$ cat config.mk
export PLATFORM = sky130hd
export DESIGN_NAME = bram_burst_reader
export DESIGN_NICKNAME = d
export VERILOG_FILES = /design/src/rtl/bram_burst_reader.sv
export SDC_FILE = /design/constraint.sdc
export NUM_CORES = 1
export LEC_CHECK = 0
export BUFFER_PORTS_ARGS = -buffer_cell sky130_fd_sc_hd__buf_4
export CAP_MARGIN = 0
export CORE_MARGIN = 10
export CORE_UTILIZATION = 43
export DETAILED_ROUTE_END_ITERATION = 10
export REMOVE_ABC_BUFFERS = 1
export SKIP_LAST_GASP = 1
export SLEW_MARGIN = 20
export SYNTH_ARGS = -nofsm -noshare
export SYNTH_HDL_FRONTEND = slang
export SYNTH_SLANG_ARGS = --single-unit
$ cat constraint.sdc
create_clock -name clk -period 3.7 [get_ports clk]
set_input_delay 0.185 -clock clk [delete_from_list [all_inputs] [get_ports clk]]
set_output_delay 0.185 -clock clk [all_outputs]
set_load 0.01 [all_outputs]
$ cat src/rtl/bram_burst_reader.sv
// Burst read front-end for the BRAM wrapper: turns (addr, len) commands into single-word
// reads, buffers returned words in a credit-protected FIFO and streams them out with a last marker.
module bram_burst_reader #(
  parameter int READ_LATENCY    = 3,
  parameter int ADDR_WIDTH      = 15,
  parameter int DATA_WIDTH      = 31,
  parameter int LEN_WIDTH       = 8,
  parameter int FIFO_DEPTH      = 8,
  parameter int MAX_OUTSTANDING = 1
) (
  input  logic                  clk,
  input  logic                  rst,
  input  logic                  cmd_valid,
  output logic                  cmd_ready,
  input  logic [ADDR_WIDTH-1:0] cmd_addr,
  input  logic [LEN_WIDTH-1:0]  cmd_len,
  output logic                  mem_en,
  output logic                  mem_we,
  output logic [ADDR_WIDTH-1:0] mem_addr,
  output logic [DATA_WIDTH-1:0] mem_din,
  input  logic [DATA_WIDTH-1:0] mem_dout,
  input  logic                  mem_valid,
  output logic                  m_valid,
  input  logic                  m_ready,
  output logic [DATA_WIDTH-1:0] m_data,
  output logic                  m_last,
  output logic                  busy,
  output logic                  err
);

  localparam int PTR_W  = $clog2(FIFO_DEPTH);
  localparam int CNT_W  = PTR_W + 1;
  localparam int OUT_W  = $clog2(MAX_OUTSTANDING + 1);
  localparam int FL_W   = (READ_LATENCY > 0) ? $clog2(READ_LATENCY + 1) : 1;
  localparam int BEAT_W = LEN_WIDTH + 1;

  typedef enum logic [1:0] {S_FLUSH, S_IDLE, S_ISSUE, S_DRAIN} state_t;

  state_t                state_q, state_d;
  logic [FL_W-1:0]       flush_cnt;
  logic [ADDR_WIDTH-1:0] cur_addr;
  logic [ADDR_WIDTH-1:0] last_addr;
  logic [LEN_WIDTH-1:0]  remaining;
  logic [BEAT_W-1:0]     beats_total;
  logic [BEAT_W-1:0]     beats_out;
  logic [OUT_W-1:0]      outstanding;
  logic [PTR_W-1:0]      wr_ptr, rd_ptr;
  logic [CNT_W-1:0]      fifo_count;
  logic [DATA_WIDTH-1:0] fifo_mem [FIFO_DEPTH];
  logic                  err_q;

  logic credit_ok, issue, push, pop, stray, cmd_fire;

  // Handshakes: a transfer happens in a cycle where valid and ready are both high;
  // a valid source holds its payload stable until that cycle (applies to cmd_* and m_*).
  assign cmd_fire = cmd_valid && cmd_ready;

  // Credits use registered counts only, so a pop in this cycle frees nothing until the next.
  assign credit_ok = (int'(outstanding) < MAX_OUTSTANDING) &&
                     ((int'(outstanding) + int'(fifo_count)) < FIFO_DEPTH);

  always_comb begin
    state_d   = state_q;
    issue     = 1'b0;
    cmd_ready = 1'b0;
    case (state_q)
      S_FLUSH: if (flush_cnt == FL_W'(READ_LATENCY)) state_d = S_IDLE;
      S_IDLE: begin
        cmd_ready = 1'b1;
        if (cmd_valid) state_d = S_ISSUE;
      end
      S_ISSUE: begin
        if (credit_ok) begin
          issue = 1'b1;
          if (remaining == '0) state_d = S_DRAIN;
        end
      end
      S_DRAIN: begin
        if (outstanding == '0 && fifo_count == '0 && beats_out == beats_total)
          state_d = S_IDLE;
      end
      default: state_d = S_FLUSH;
    endcase
  end

  // Read strobe is decoded from registered state only; mem_addr holds the last issued address.
  assign mem_en   = issue;
  assign mem_addr = issue ? cur_addr : last_addr;
  assign mem_we   = 1'b0;
  assign mem_din  = '0;

  assign push    = mem_valid && (state_q != S_FLUSH) && (outstanding != '0);
  assign stray   = mem_valid && (state_q != S_FLUSH) && (outstanding == '0);
  assign m_valid = (fifo_count != '0);
  assign pop     = m_valid && m_ready;
  assign m_data  = fifo_mem[rd_ptr];
  assign m_last  = m_valid && (beats_out == (beats_total - BEAT_W'(1)));
  assign busy    = (state_q != S_IDLE);
  assign err     = err_q;

  always_ff @(posedge clk) begin
    if (rst) begin
      state_q     <= S_FLUSH;
      flush_cnt   <= '0;
      cur_addr    <= '0;
      last_addr   <= '0;
      remaining   <= '0;
      beats_total <= '0;
      beats_out   <= '0;
      outstanding <= '0;
      wr_ptr      <= '0;
      rd_ptr      <= '0;
      fifo_count  <= '0;
      err_q       <= 1'b0;
    end else begin
      state_q   <= state_d;
      flush_cnt <= (state_q == S_FLUSH) ? flush_cnt + FL_W'(1) : '0;

      if (issue) begin
        cur_addr  <= cur_addr + ADDR_WIDTH'(1);
        last_addr <= cur_addr;
        if (remaining != '0) remaining <= remaining - LEN_WIDTH'(1);
      end

      case ({issue, push})
        2'b10:   outstanding <= outstanding + OUT_W'(1);
        2'b01:   outstanding <= outstanding - OUT_W'(1);
        default: outstanding <= outstanding;
      endcase

      if (push) wr_ptr <= wr_ptr + PTR_W'(1);
      if (pop) begin
        rd_ptr    <= rd_ptr + PTR_W'(1);
        beats_out <= beats_out + BEAT_W'(1);
      end
      case ({push, pop})
        2'b10:   fifo_count <= fifo_count + CNT_W'(1);
        2'b01:   fifo_count <= fifo_count - CNT_W'(1);
        default: fifo_count <= fifo_count;
      endcase

      if (cmd_fire) begin
        cur_addr    <= cmd_addr;
        remaining   <= cmd_len;
        beats_total <= BEAT_W'(cmd_len) + BEAT_W'(1);
        beats_out   <= '0;
      end

      if (stray) err_q <= 1'b1;
    end
  end

  always_ff @(posedge clk) begin
    if (push) fifo_mem[wr_ptr] <= mem_dout;
  end

endmodule
# [Word level (Yosys, flattened, before mapping)]
# Memories as Yosys holds them, arrays and structs flattened. A register that Yosys moved wholly into a read port is not among the register bits.
# Cells that the tools add are included.
[word_totals] reg_bits=72 latch_bits=0 ramBits=248 romBits=0 input_bits=59 n_memories=1
[op_classes] addsub=13 mul=0 div=0 magnitude_cmp=2 n_eq_ne=16 shift=0 mux=21 bitwise_logic=2 reduce_logical=23
[mem_list] name="fifo_mem" depth=8 word_bits=31 rd=1 rd_clocked_by_memory_dff=1 wr=1 line_no="49" text="logic [DATA_WIDTH-1:0] fifo_mem [FIFO_DEPTH];"
[ops] operator="two-way mux 15 bit" n=3
[ops] operator="two-way mux 8 bit" n=3
[ops] operator="equality test 9 bit" n=2
[ops] operator="adder 15 x 1 -> 15 bit (second input constant)" n=1
[ops] operator="equality test 2 bit (second input constant)" n=5
[ops] operator="two-way mux 2 bit" n=5
[ops] operator="inequality test 2 bit (second input constant)" n=5
[ops] operator="nonzero test 2 bit" n=5
[ops] operator="adder 8 x 1 -> 9 bit (second input constant)" n=1
[ops] operator="adder 9 x 1 -> 9 bit (second input constant)" n=1
[ops] operator="logical AND 1 bit" n=9
[ops] operator="subtractor 9 x 1 -> 9 bit (second input constant)" n=1
[ops] operator="logical NOT 8 bit" n=1
[ops] operator="case mux 2 bit (4 select lines)" n=1
[ops] operator="case mux 4 bit (2 select lines)" n=1
[ops] operator="nonzero test 8 bit" n=1
[ops] operator="subtractor 8 x 1 -> 8 bit (second input constant)" n=1
[ops] operator="adder 3 x 1 -> 3 bit (second input constant)" n=2
[ops] operator="equality test 2 x 1 -> 1 bit (second input constant)" n=3
[ops] operator="two-way mux 3 bit" n=2
[ops] operator="adder 1 x 4 -> 5 bit" n=1
[ops] operator="less-than comparator 5 x 4 -> 1 bit (second input constant)" n=1
[ops] operator="two-way mux 1 bit" n=5
[ops] operator="AND reduction 5 bit" n=1
[ops] operator="14 further kinds" n=16

# [Logic depth before layout (Yosys ltp)]
[logic_depth] depth_word=7 ltp_mapped=12 ltp_nobuf=12

# [Least setup slack after synthesis]
# Ideal clock, no wire load.
[synth_timing] path_type="reg2reg" from="register state_q[0]" to="memory fifo_mem[0][0] (enable)" arrival_time_ns=3.229 path_slack_ns=0.013 stages_incl_launch_ff=7 n_path_buf=0 period_less_slack_ns=3.687 cell_sequence="dfxtp_1 -> inv_1 -> ha_1 -> inv_1 -> and3_1 -> nand2b_1 -> nor3_1"
[synth_between] elab_chain_cells=5
[synth_lines] element="from (decl)" line_no="39" text="state_t state_q, state_d;"
[synth_lines] element="from (signal assigned)" line_no="116" text="state_q <= state_d;"
[synth_lines] element="nonzero test 2 bit" line_no="92" text="assign push = mem_valid && (state_q != S_FLUSH) && (outstanding != '0);"
[synth_lines] element="logical AND 1 bit (2 in series)" line_no="92"
[synth_lines] element="two-way mux 1 bit" line_no="154" text="if (push) fifo_mem[wr_ptr] <= mem_dout;"
[synth_lines] element="two-way mux 1 bit (not written as such)" line_no="154"
[synth_lines] element="to (decl)" line_no="49"
# Every way passes these cells.

# [Worst setup path after layout]
[layout_timing] from="register state_q[0]" to="output port mem_addr[0]"
[layout_between] elab_chain_cells=3
[layout_lines] element="equality test 2 bit" line_no="66" text="case (state_q)"
[layout_lines] element="two-way mux 1 bit" line_no="66"
[layout_lines] element="two-way mux 15 bit"
[layout_lines] element="to (decl)" line_no="19" text="output logic [ADDR_WIDTH-1:0] mem_addr,"
# Every way passes these cells.

==> impl_metrics.env <==
export IMPL_cpMostUsedCell="buf_4"
export IMPL_flow_area_growth_from_synthesis_pct=21.81
export IMPL_postCtsResizedCells=0
export IMPL_max_cap_violations=0
export IMPL_numClockSinks=323
export IMPL_post_route_worst_setup_slack_ns=0.9150
export IMPL_critical_path_reg2reg_startpoint="state_q[0]"
export IMPL_htree_num_levels=2
export IMPL_cts_tree="built"
export IMPL_post_synth_top_count_cell="edfxtp_1"
export IMPL_netlist_cell_type_count=49
export IMPL_detailedPlace_worstSlack_ns=0.9302
export IMPL_slowest_stage="nor3b_4"
export IMPL_detail_route_first_pass_iterations=4
export IMPL_maxSlewViolCount=0
export IMPL_clock_insertion_delay_worst_skew_ns=0.51
export IMPL_yosys_most_used_dff="edfxtp_1"
export IMPL_top_cell_types_by_occurrence_after_synthesis="248 x edfxtp_1, 75 x dfxtp_1, 66 x nor2_1"
export IMPL_proportion_of_layout_cells_with_a_drive_suffix_above_1_pct=29.34
export IMPL_worst_ep_required_time_ns=3.51
export IMPL_nets=1091
export IMPL_holdCritStartpoint="cmd_len[4]"
export IMPL_syn_inst=831
export IMPL_worstPathCellList="inv_1 -> ha_1 -> nor3b_4 -> buf_4 -> mux2_2 -> buf_4"
export IMPL_die_h_um=196.2
export IMPL_timing_worst_slew_pin_value_ns=0.9503
export IMPL_core_rowCount=64
export IMPL_overall_via_count_from_detail_route=7320
export IMPL_asyncSetResetFlopFracSynth_pct=0
export IMPL_synth_top_cell_area_share_pct=55.80
export IMPL_layout_worst_path_cycle_share_pct=75.27
export IMPL_num_io_pins=143
export IMPL_die_w_um=196.2
export IMPL_skew_ns=0.007003
export IMPL_end_kind="output port"
export IMPL_min_delay_path_class="in2reg"
export IMPL_dp_hpwl_um=17470
export IMPL_place_gp_congestion=0.7711
export IMPL_p_leak_nw=5.604
export IMPL_fmax_mhz=359.1
export IMPL_dpl_cell_area_um2=14630
export IMPL_power_sequential_fraction_pct=50.0
export IMPL_vdd_ir_drop_worst_mv=0.2859
export IMPL_timing_critical_path_depth=6
export IMPL_ff2ff_setup_slack_ns=0.91
export IMPL_fillerInstances=2533
export IMPL_post_synth_instance_area_um2=13350
export IMPL_synth_area_top_cells="edfxtp_1 56%, dfxtp_1 11%, mux4_2 10%"
export IMPL_drt_wirelength_per_cell_um=19.02
export IMPL_cts_root_to_sink_buffers=3
export IMPL_root_buffer="clkbuf_16"
export IMPL_worstPathBufferInverterCount=3
export IMPL_outcome="completed"
export IMPL_p_sw_mw=1.863
export IMPL_tritoncts_num_buffers=36
export IMPL_postCtsSetupRepairBufs=0
export IMPL_cp_data_arrival_time_ns=2.60
export IMPL_cpLargestDelayFamily="buffers and inverters"
export IMPL_worst_r2r_endpoint="fifo_count[3]"
export IMPL_global_route_wire_length_before_repair_um=42920
export IMPL_ff_latch_area_um2=8955
export IMPL_critical_path_class="reg2out"
export IMPL_routed_via_density=5.108
export IMPL_drt_total_wl_um=27260
export IMPL_route_antenna_remaining_nets=0
export IMPL_synth_yosys_seq_area_share_pct=67.05
export IMPL_grt_max_degree=66
export IMPL_hold_buffers=52
export IMPL_global_route_overflow_total=0
export IMPL_power_clock_fraction_pct=40.3
export IMPL_delay_of_the_slowest_cell_on_the_worst_path_ns=0.56
export IMPL_grt_pass1_vias=7712
export IMPL_pwr_density_cell_nw_per_um2=505.0
export IMPL_setup_worst_path_end="mem_addr[0]"
export IMPL_timing_final_hold_violations=0
export IMPL_setup_repair_after_global_routing_missed_its_margin="false"
export IMPL_core_area_um2=30590
export IMPL_layout_cell_area_non_filler_um2=16260
export IMPL_global_route_total_usage_across_every_layer_pct=13.81
export IMPL_final_period_minus_worst_setup_slack_ns=2.785
export IMPL_violation_count_after_the_first_detailed_routing_iteration=360
export IMPL_comb_pwr_share_pct=9.8
export IMPL_tns_ns=0
export IMPL_r2r_worst_path_cells=12
export IMPL_worst_setup_hold_path_clk_slew_ns=0.05
export IMPL_cellInternalPower_mw=6.347
export IMPL_remaining_drc_errors=0
export IMPL_number_of_synthesized_register_bits=323
export IMPL_floorplan_die_area_um2=38480
export IMPL_io_buffers=110
export IMPL_worst_path_max_fanout=16
export IMPL_antenna_violations_before_repair=1
export IMPL_worst_slew_margin_rel_pct=36.65
export IMPL_yosysTopAreaCell="edfxtp_1"
export IMPL_syn_area_per_cell_um2=16.06
export IMPL_timing_hold_ws_ns=0.01990
export IMPL_synth_enable_flop_cells=248
export IMPL_setup_viol=0
export IMPL_yosys_warnings=0
export IMPL_initial_core_util_pct=43.63
export IMPL_critical_path_startpoint_type="flip-flop"
export IMPL_first_element_of_the_critical_path="state_q[0]"
export IMPL_multiInputGateArea_um2=4135
export IMPL_postLayoutCoreUtil_pct=53.14
export IMPL_power_switching_fraction_pct=22.69
## worst register-to-register path: stages, from the launching register on
cell and delay [ns]:
dfxtp_1 0.41, inv_1 0.09, ha_1 0.19, inv_1 0.13
and3_1 0.27, inv_1 0.10, ha_1 0.24, ha_1 0.28
a21o_1 0.17, a21oi_1 0.18, xnor2_1 0.10, or3_2 0.41
a21oi_1 0.14
## final cells by class
| cell class | count | share of cell area [%] |
|---|---|---|
| repair buffers | 182 | 9.283 |
| clock buffers | 48 | 6.204 |
| flip-flops and latches | 323 | 55.09 |
| inverters | 15 | 0.3464 |
| diodes | 1 | 0.01539 |
| multi-input cells | 456 | 25.44 |
| well taps | 396 | 3.048 |
| clock inverters | 12 | 0.5773 |
## flip-flops by register name, summed over array words and instances (netlist names), named ones only
name         cells
beats_total      9
wr_ptr           3
fifo_count       4
err              1
outstanding      1
state_q          2
flush_cnt        2
rd_ptr           3
last_addr       15
beats_out        9
fifo_mem       248
cur_addr        15
remaining        8
## metal layers
layer	track usage, %	wire [um]
met1	18.34	12450
met5	0	0
met4	3.337	371
met2	22.60	13020
met3	3.018	1410
## power by group through the flow
stage	clock (mW)	combinational [mW]	sequential, mW
2_1_floorplan	0	0.502	4.15
3_3_place_gp	0	0.755	4.17
3_5_place_dp	0	0.761	4.18
4_1_cts	3.40	0.810	4.10
5_1_grt	3.53	0.898	4.11
6_report	3.31	0.803	4.10
## stage by stage
stage / std cells / power (mW)
floorplan: 794 / 4.656
global placement: 1320 / 4.927
detailed placement: 1320 / 4.936
CTS: 1432 / 8.306
global route: 1433 / 8.541
finish: 1433 / 8.210
## cell usage in the layout (no fill, tap or decap), types with 4 or more instances in the layout
cell and count:
edfxtp_1 248, buf_4 129, dfxtp_1 72, mux4_2 62
nor2_1 60, dlygate4sd3_1 52, mux2_2 46, clkbuf_16 38
xor2_1 32, conb_1 32, nand2_1 29, a211oi_1 24
a21oi_1 18, ha_1 17, nor2b_1 16, nand3_1 16
inv_1 15, xnor2_1 15, o21ai_0 10, or3_1 8
clkbuf_1 8, and3_1 7, a311oi_1 7, nor2_4 6
nand4_1 6, nor3_1 5, clkinv_2 5, nand2b_1 4
mux2i_1 4, clkinv_1 4
## worst min path at each step
stage                 endpoint  slack (ns)  cells after the start
6_report          remaining[4]        0.02                      3
5_1_grt           remaining[4]        0.02                      3
4_1_cts           remaining[4]       0.001                      3
3_5_place_dp   fifo_mem[1][16]        0.42                      1
3_3_place_gp      flush_cnt[0]        0.42                      1
2_1_floorplan   beats_total[1]        0.25                      1
## logic make-up (layout without fill, tap and decap cells)
group / count (synthesis) / in the layout / share of synthesized area (%)
mux: 112 / 112 / 14.64
fa+ha+maj: 18 / 18 / 1.744
buf+inv: 83 / 257 / 3.291
flops: 323 / 323 / 67.05
simple gates: 179 / 179 / 6.657
other cells: 1 / 33 / 0.02810
compound gates: 68 / 68 / 3.497
xor+xnor: 47 / 47 / 3.085
Power figures use the tool's default switching activity.
